**config.mk**
```make
export PLATFORM = sky130hd
export DESIGN_NAME = mem_stage_lsu
export DESIGN_NICKNAME = d
export VERILOG_FILES = /design/src/rtl/mem_stage_lsu_pkg.sv /design/src/rtl/mem_stage_lsu_aligner.sv /design/src/rtl/mem_stage_lsu.sv
export SDC_FILE = /design/constraint.sdc
export NUM_CORES = 1
export LEC_CHECK = 0
export CORE_ASPECT_RATIO = 0.75
export CORE_MARGIN = 4
export CORE_UTILIZATION = 47
export CTS_CLUSTER_SIZE = 16
export DETAILED_ROUTE_END_ITERATION = 16
export PLACE_DENSITY = 0.86
export SLEW_MARGIN = 20
export SYNTH_ARGS = -nofsm -noshare
export SYNTH_HDL_FRONTEND = slang
export SYNTH_SLANG_ARGS = --single-unit
```
**constraint.sdc**
```tcl
create_clock -name clk_i -period 3.97 [get_ports clk_i]
set_input_delay 0.397 -clock clk_i [delete_from_list [all_inputs] [get_ports clk_i]]
set_output_delay 0.397 -clock clk_i [all_outputs]
set_load 0.05 [all_outputs]
```
**src/rtl/mem_stage_lsu_pkg.sv**
```systemverilog
// definitions: shared memory-access types and helpers for the MEM-stage load/store unit
package definitions;

    typedef enum logic [1:0] {
        SIZE_BYTE = 2'b00,
        SIZE_HALF = 2'b01,
        SIZE_WORD = 2'b10
    } mem_access_size_t;

    typedef enum logic [1:0] {
        LSU_IDLE,
        LSU_REQ,
        LSU_WAIT_RSP,
        LSU_DONE
    } lsu_state_t;

    // Encoding 2'b11 falls through to the word case everywhere below.
    function automatic logic mem_access_is_misaligned(logic [1:0] addr, logic [1:0] size);
        return size == SIZE_BYTE ? 1'b0 : size == SIZE_HALF ? addr[0] : |addr;
    endfunction

    function automatic logic [3:0] mem_access_byte_enable(logic [1:0] addr, logic [1:0] size);
        return size == SIZE_BYTE ? 4'b0001 << addr : size == SIZE_HALF ? 4'b0011 << addr : 4'b1111;
    endfunction

    function automatic logic [31:0] mem_access_store_data(logic [31:0] data, logic [1:0] size);
        return size == SIZE_BYTE ? {4{data[7:0]}} : size == SIZE_HALF ? {2{data[15:0]}} : data;
    endfunction

endpackage

```
**src/rtl/mem_stage_lsu_aligner.sv**
```systemverilog
// load_data_aligner: shifts the response word to the accessed lane and extends it
module load_data_aligner
    import definitions::*;
(
    input  logic [31:0] rdata_i,
    input  logic [1:0]  offset_i,
    input  logic [1:0]  size_i,
    input  logic        signed_i,
    output logic [31:0] data_o
);
    logic [31:0] sh;
    always_comb begin
        sh = rdata_i >> {offset_i, 3'b000};
        data_o = size_i == SIZE_BYTE ? {{24{signed_i & sh[7]}}, sh[7:0]}
               : size_i == SIZE_HALF ? {{16{signed_i & sh[15]}}, sh[15:0]}
               : sh;
    end
endmodule

```
**src/rtl/mem_stage_lsu.sv**
```systemverilog
// mem_stage_lsu: MEM-stage load/store FSM driving a valid/ready data-memory port
module mem_stage_lsu
    import definitions::*;
(
    input  logic        clk_i,
    input  logic        reset_i,
    input  logic        req_valid_i,
    input  logic        is_store_i,
    input  logic [31:0] addr_i,
    input  logic [31:0] wr_data_i,
    input  logic [1:0]  size_i,
    input  logic        rd_signed_i,
    output logic        stall_o,
    output logic [31:0] rd_data_o,
    output logic        rd_data_valid_o,
    output logic        misaligned_o,
    output logic        dmem_req_valid_o,
    input  logic        dmem_req_ready_i,
    output logic [31:0] dmem_req_addr_o,
    output logic        dmem_req_we_o,
    output logic [3:0]  dmem_req_be_o,
    output logic [31:0] dmem_req_wdata_o,
    input  logic        dmem_rsp_valid_i,
    input  logic [31:0] dmem_rsp_rdata_i
);
    lsu_state_t  state, state_nx;
    logic [31:0] addr_q, wdata_q, load_word;
    logic [3:0]  be_q;
    logic [1:0]  size_q;
    logic        store_q, signed_q, aligned, accept;

    load_data_aligner u_align (
        .rdata_i  (dmem_rsp_rdata_i),
        .offset_i (addr_q[1:0]),
        .size_i   (size_q),
        .signed_i (signed_q),
        .data_o   (load_word)
    );

    always_comb begin
        aligned = !mem_access_is_misaligned(addr_i[1:0], size_i);
        accept = state == LSU_IDLE && req_valid_i && aligned;
        state_nx = state;
        case (state)
            LSU_IDLE:     state_nx = accept ? LSU_REQ : LSU_IDLE;
            LSU_REQ:      state_nx = !dmem_req_ready_i ? LSU_REQ : store_q ? LSU_DONE : LSU_WAIT_RSP;
            LSU_WAIT_RSP: state_nx = dmem_rsp_valid_i ? LSU_DONE : LSU_WAIT_RSP;
            default:      state_nx = LSU_IDLE;
        endcase
    end

    // Reset masks the combinational request-side outputs so it dominates req_valid_i.
    assign stall_o          = !reset_i && (state == LSU_IDLE ? req_valid_i && aligned : state != LSU_DONE);
    assign misaligned_o     = !reset_i && state == LSU_IDLE && req_valid_i && !aligned;
    assign rd_data_valid_o  = state == LSU_DONE && !store_q;
    assign dmem_req_valid_o = state == LSU_REQ;
    assign dmem_req_addr_o  = {addr_q[31:2], 2'b00};
    assign dmem_req_we_o    = store_q;
    assign dmem_req_be_o    = be_q;
    assign dmem_req_wdata_o = wdata_q;

    always_ff @(posedge clk_i) begin
        if (reset_i) begin
            state     <= LSU_IDLE;
            addr_q    <= '0;
            wdata_q   <= '0;
            be_q      <= '0;
            size_q    <= '0;
            store_q   <= 1'b0;
            signed_q  <= 1'b0;
            rd_data_o <= '0;
        end else begin
            state <= state_nx;
            if (accept) begin
                addr_q   <= addr_i;
                wdata_q  <= mem_access_store_data(wr_data_i, size_i);
                be_q     <= is_store_i ? mem_access_byte_enable(addr_i[1:0], size_i) : 4'b1111;
                size_q   <= size_i;
                store_q  <= is_store_i;
                signed_q <= rd_signed_i;
            end
            if (state == LSU_WAIT_RSP && dmem_rsp_valid_i)
                rd_data_o <= load_word;
        end
    end
endmodule
```
==> results by group <==
Cells and area
  • Layout area overhead: 41.9%
  • Layout net count: 922
  • Post-layout util: 69.8%
  • Fin cells: 954
  • Diodes inserted: 0
  • Fill cells: 823
  • Layout cell share with drive strength beyond 1: 5.50%

Power and ir drop
  • Pwr per Cell Area: 392 nW/µm²
  • Cell internal pwr: 1.96 mW
  • Clock Power Share: 32.6%
  • Gate power share: 27.0%
  • Seq pwr share: 40.4%
  • P_leak: 2.60 nW
  • Peak VDD IR: 240 µV
  • Switching power: 921 µW
  • Net Sw Frac: 32.0%

Min path
  • Hold worst-path end: addr_q[13]$_SDFFE_PP0P_
  • Hold Path Depth: 2
  • Worst min path class: reg -> reg
  • Hold Path Origin: addr_q[13]$_SDFFE_PP0P_

Global routing
  • Total grt overflow: 0
  • GRT Overall Usage: 24.4%
  • Number of global-route vias before repair: 4882
  • First-pass GRT wire length: 25.0 mm
  • Maximum number of pins on one net before global-route repair: 108
  • Initial antenna violation count: 0

Setup path
  • CP startpoint kind: primary input
  • Critical Path Source: size_i[1]
  • Req. time, crit path: 3.57 ns
  • Slowest stage cell, crit path: clkdlybuf4s50_1
  • Flop2flop setup slack: 1.80 ns
  • Critical path class: in -> out
  • Worst path most repeated cell: clkdlybuf4s50_1
  • Worst-path cell chain: clkdlybuf4s50_1 > nand3b_1 > a211oi_1 > clkdlybuf4s50_1
  • Critical-path maximum fanout: 22
  • Worst Setup End Kind: output port
  • Crit-path max cell delay: 0.86 ns
  • Worst R2R End: rd_data_o[28]$_SDFFE_PP0N_
  • R2r worst-path depth: 4
  • Worst r2r src: size_q[0]$_SDFFE_PP0P_
  • Data arrival, critical path: 2.63 ns
  • Crit path depth: 4
  • Dominant delay contributor by cell family on the critical path: buffers and inverters
  • Buffers plus inverters on the worst setup path: 2

Timing
  • Setup tns final: 0 ns
  • Worst clock skew: 0.0102 ns
  • Final setup vio count: 0
  • Max Slew Vio Count: 0
  • Min Tclk post-route: 3.03 ns
  • F_max: 330 MHz
  • Tcrit/Tclk final: 76.3%
  • Actual slew at the worst max-slew pin: 1.10 ns
  • RSZ-0062 raised after global routing: false
  • Slew HR: 26.8%
  • Final Hold Fails: 0

Run status
  • Status: finished, final reports clean

Drt
  • Final wirelength: 16.0 mm
  • Starting DRT DRC Count: 324
  • First-pass iteration count of the detailed router: 6
  • Routed vias/inst: 5.42
  • Antenna viol nets, final: 0
  • Vias: 5170
  • WL/cell: 16.8 µm
  • DRC Markers: 0

Logic synthesis
  • Post-synth EDFFs: 0
  • Number of distinct library cells after synthesis: 36
  • Cell with the most instances after synthesis: nand2_1
  • Mean Syn Cell Area: 7.73 µm²
  • FF+latch count, synth: 106
  • Ys flop type: dfxtp_1
  • Post-synthesis sequential area ratio: 41.0%
  • Syn Inst Count: 670
  • Post-synth top cells: 172 x nand2_1, 106 x dfxtp_1, 90 x a21oi_1, 34 x mux2i_1
  • Post-synth top area cell: dfxtp_1
  • Post-Syn Area: 5180 µm²
  • Async SR Flop Fraction: 0%
  • Warnings from Yosys: 0
  • Proportion of netlist area held by the largest area contributor: 41.0%
  • Area contributors post-synth: dfxtp_1 41%, nand2_1 12%, a21oi_1 8.7%

Clock network
  • Clock latency on the worst-skew pair: 0.34 ns
  • Clock-pin slew on the worst setup and hold paths: 0.07 ns
  • Max Buffers Root-to-Sink: 2
  • Clock Sinks: 106
  • Postcts setup bufs: 0
  • CTS resizes: 0
  • CTS Buf Count: 9
  • CTS tree: yes
  • H-tree lvl count: 3
  • Clock root cell: clkbuf_16
  • CTS Hold Bufs: 0

Run
  • Max-cap violation count: 0

Die
  • Number of placement rows: 32
  • Die height: 98.9 µm
  • Die W: 129 µm
  • Total core area: 10500 µm²
  • Die area: 12800 µm²
  • Initial core utilization: 49.2%
  • Ports: 210

Placement
  • Dpl hpwl: 12.1 mm
  • # port buffers: 207
  • Placed Cells incl. Taps: 938
  • RePlAce Congestion: 1.02
layout by cell type, fill, tap and decap left out, drive strengths merged, types with 8 or more instances in the layout:
cell           count
inv               25
nand2            172
a22oi              8
a211oi             9
o21ai             34
a311oi            12
mux2i             34
nor3              17
a21oi             94
clkdlybuf4s50    205
dfxtp            106
nor2              33
buf               12
clkbuf            11
final cells by class:
type                            count  area (µm²)  share of cell area, %
Sequential cell                   106        2120                   28.9
Tap cell                          136         170                   2.31
Clock buffer                       11         253                   3.44
Timing Repair Buffer              217        2170                   29.5
Multi-Input combinational cell    458        2490                   33.9
Clock inverter                      5        67.6                  0.919
Inverter                           21        78.8                   1.07
state kept, by name (all words and copies together) (netlist names):
register	cells
addr_q	32
dmem_req_be_o	4
dmem_req_wdata_o	32
dmem_req_we_o	1
rd_data_o	32
signed_q	1
size_q	2
state	2
worst reg2reg max path, stage by stage, from the launching register on:
cell	delay [ns]
dfxtp_1	0.36
nor2b_1	0.67
and2_1	0.65
a22oi_1	0.19
o21ai_0	0.22
routing by layer:
layer / part of all wire [%] / global-route usage, % / wire length, µm
met1: 43 / 32.2 / 6820
met2: 47 / 39.1 / 7490
met3: 8.9 / 7.58 / 1420
met4: 1.8 / 6.21 / 293
met5: 0 / 0 / 0
cells by family after synthesis:
kind of cell	count (synthesis)	synth area share (%)
AO/OA/AOI/OAI	174	20.0
adder cells (fa/ha/maj)	4	0.966
buffers and inverters	107	11.0
flip-flops	106	41.0
multiplexers	42	8.52
other	1	0.0724
AND/OR/NAND/NOR	236	18.4
per-stage QoR:
| step | hold slack (ns) | power [mW] | setup slack (ns) | cell area (µm²) |
|---|---|---|---|---|
| 2_1_floorplan | 0.437 | 1.68 | 1.44 | 5180 |
| 3_3_place_gp | 0.442 | 1.94 | 1.01 | 7030 |
| 3_5_place_dp | 0.447 | 1.96 | 0.997 | 7030 |
| 4_1_cts | 0.457 | 2.90 | 0.995 | 7350 |
| 5_1_grt | 0.474 | 3.00 | 0.867 | 7350 |
| 6_report | 0.454 | 2.88 | 0.941 | 7350 |
power groups by stage:
| stage | logic (mW) | registers [mW] | clock network, mW |
|---|---|---|---|
| finish | 0.777 | 1.16 | 0.939 |
| global route | 0.824 | 1.17 | 1.01 |
| CTS | 0.775 | 1.16 | 0.961 |
| detailed placement | 0.772 | 1.19 | 0 |
| global placement | 0.757 | 1.18 | 0 |
| floorplan | 0.357 | 1.32 | 0 |
worst max path at each step:
stage                        end  slack [ns]
global route        misaligned_o        0.87
global placement    misaligned_o        1.01
detailed placement  misaligned_o         1.0
floorplan           misaligned_o        1.44
CTS                 misaligned_o        0.99
finish              misaligned_o        0.94
Note: power is estimated with default switching activity, not from simulation.
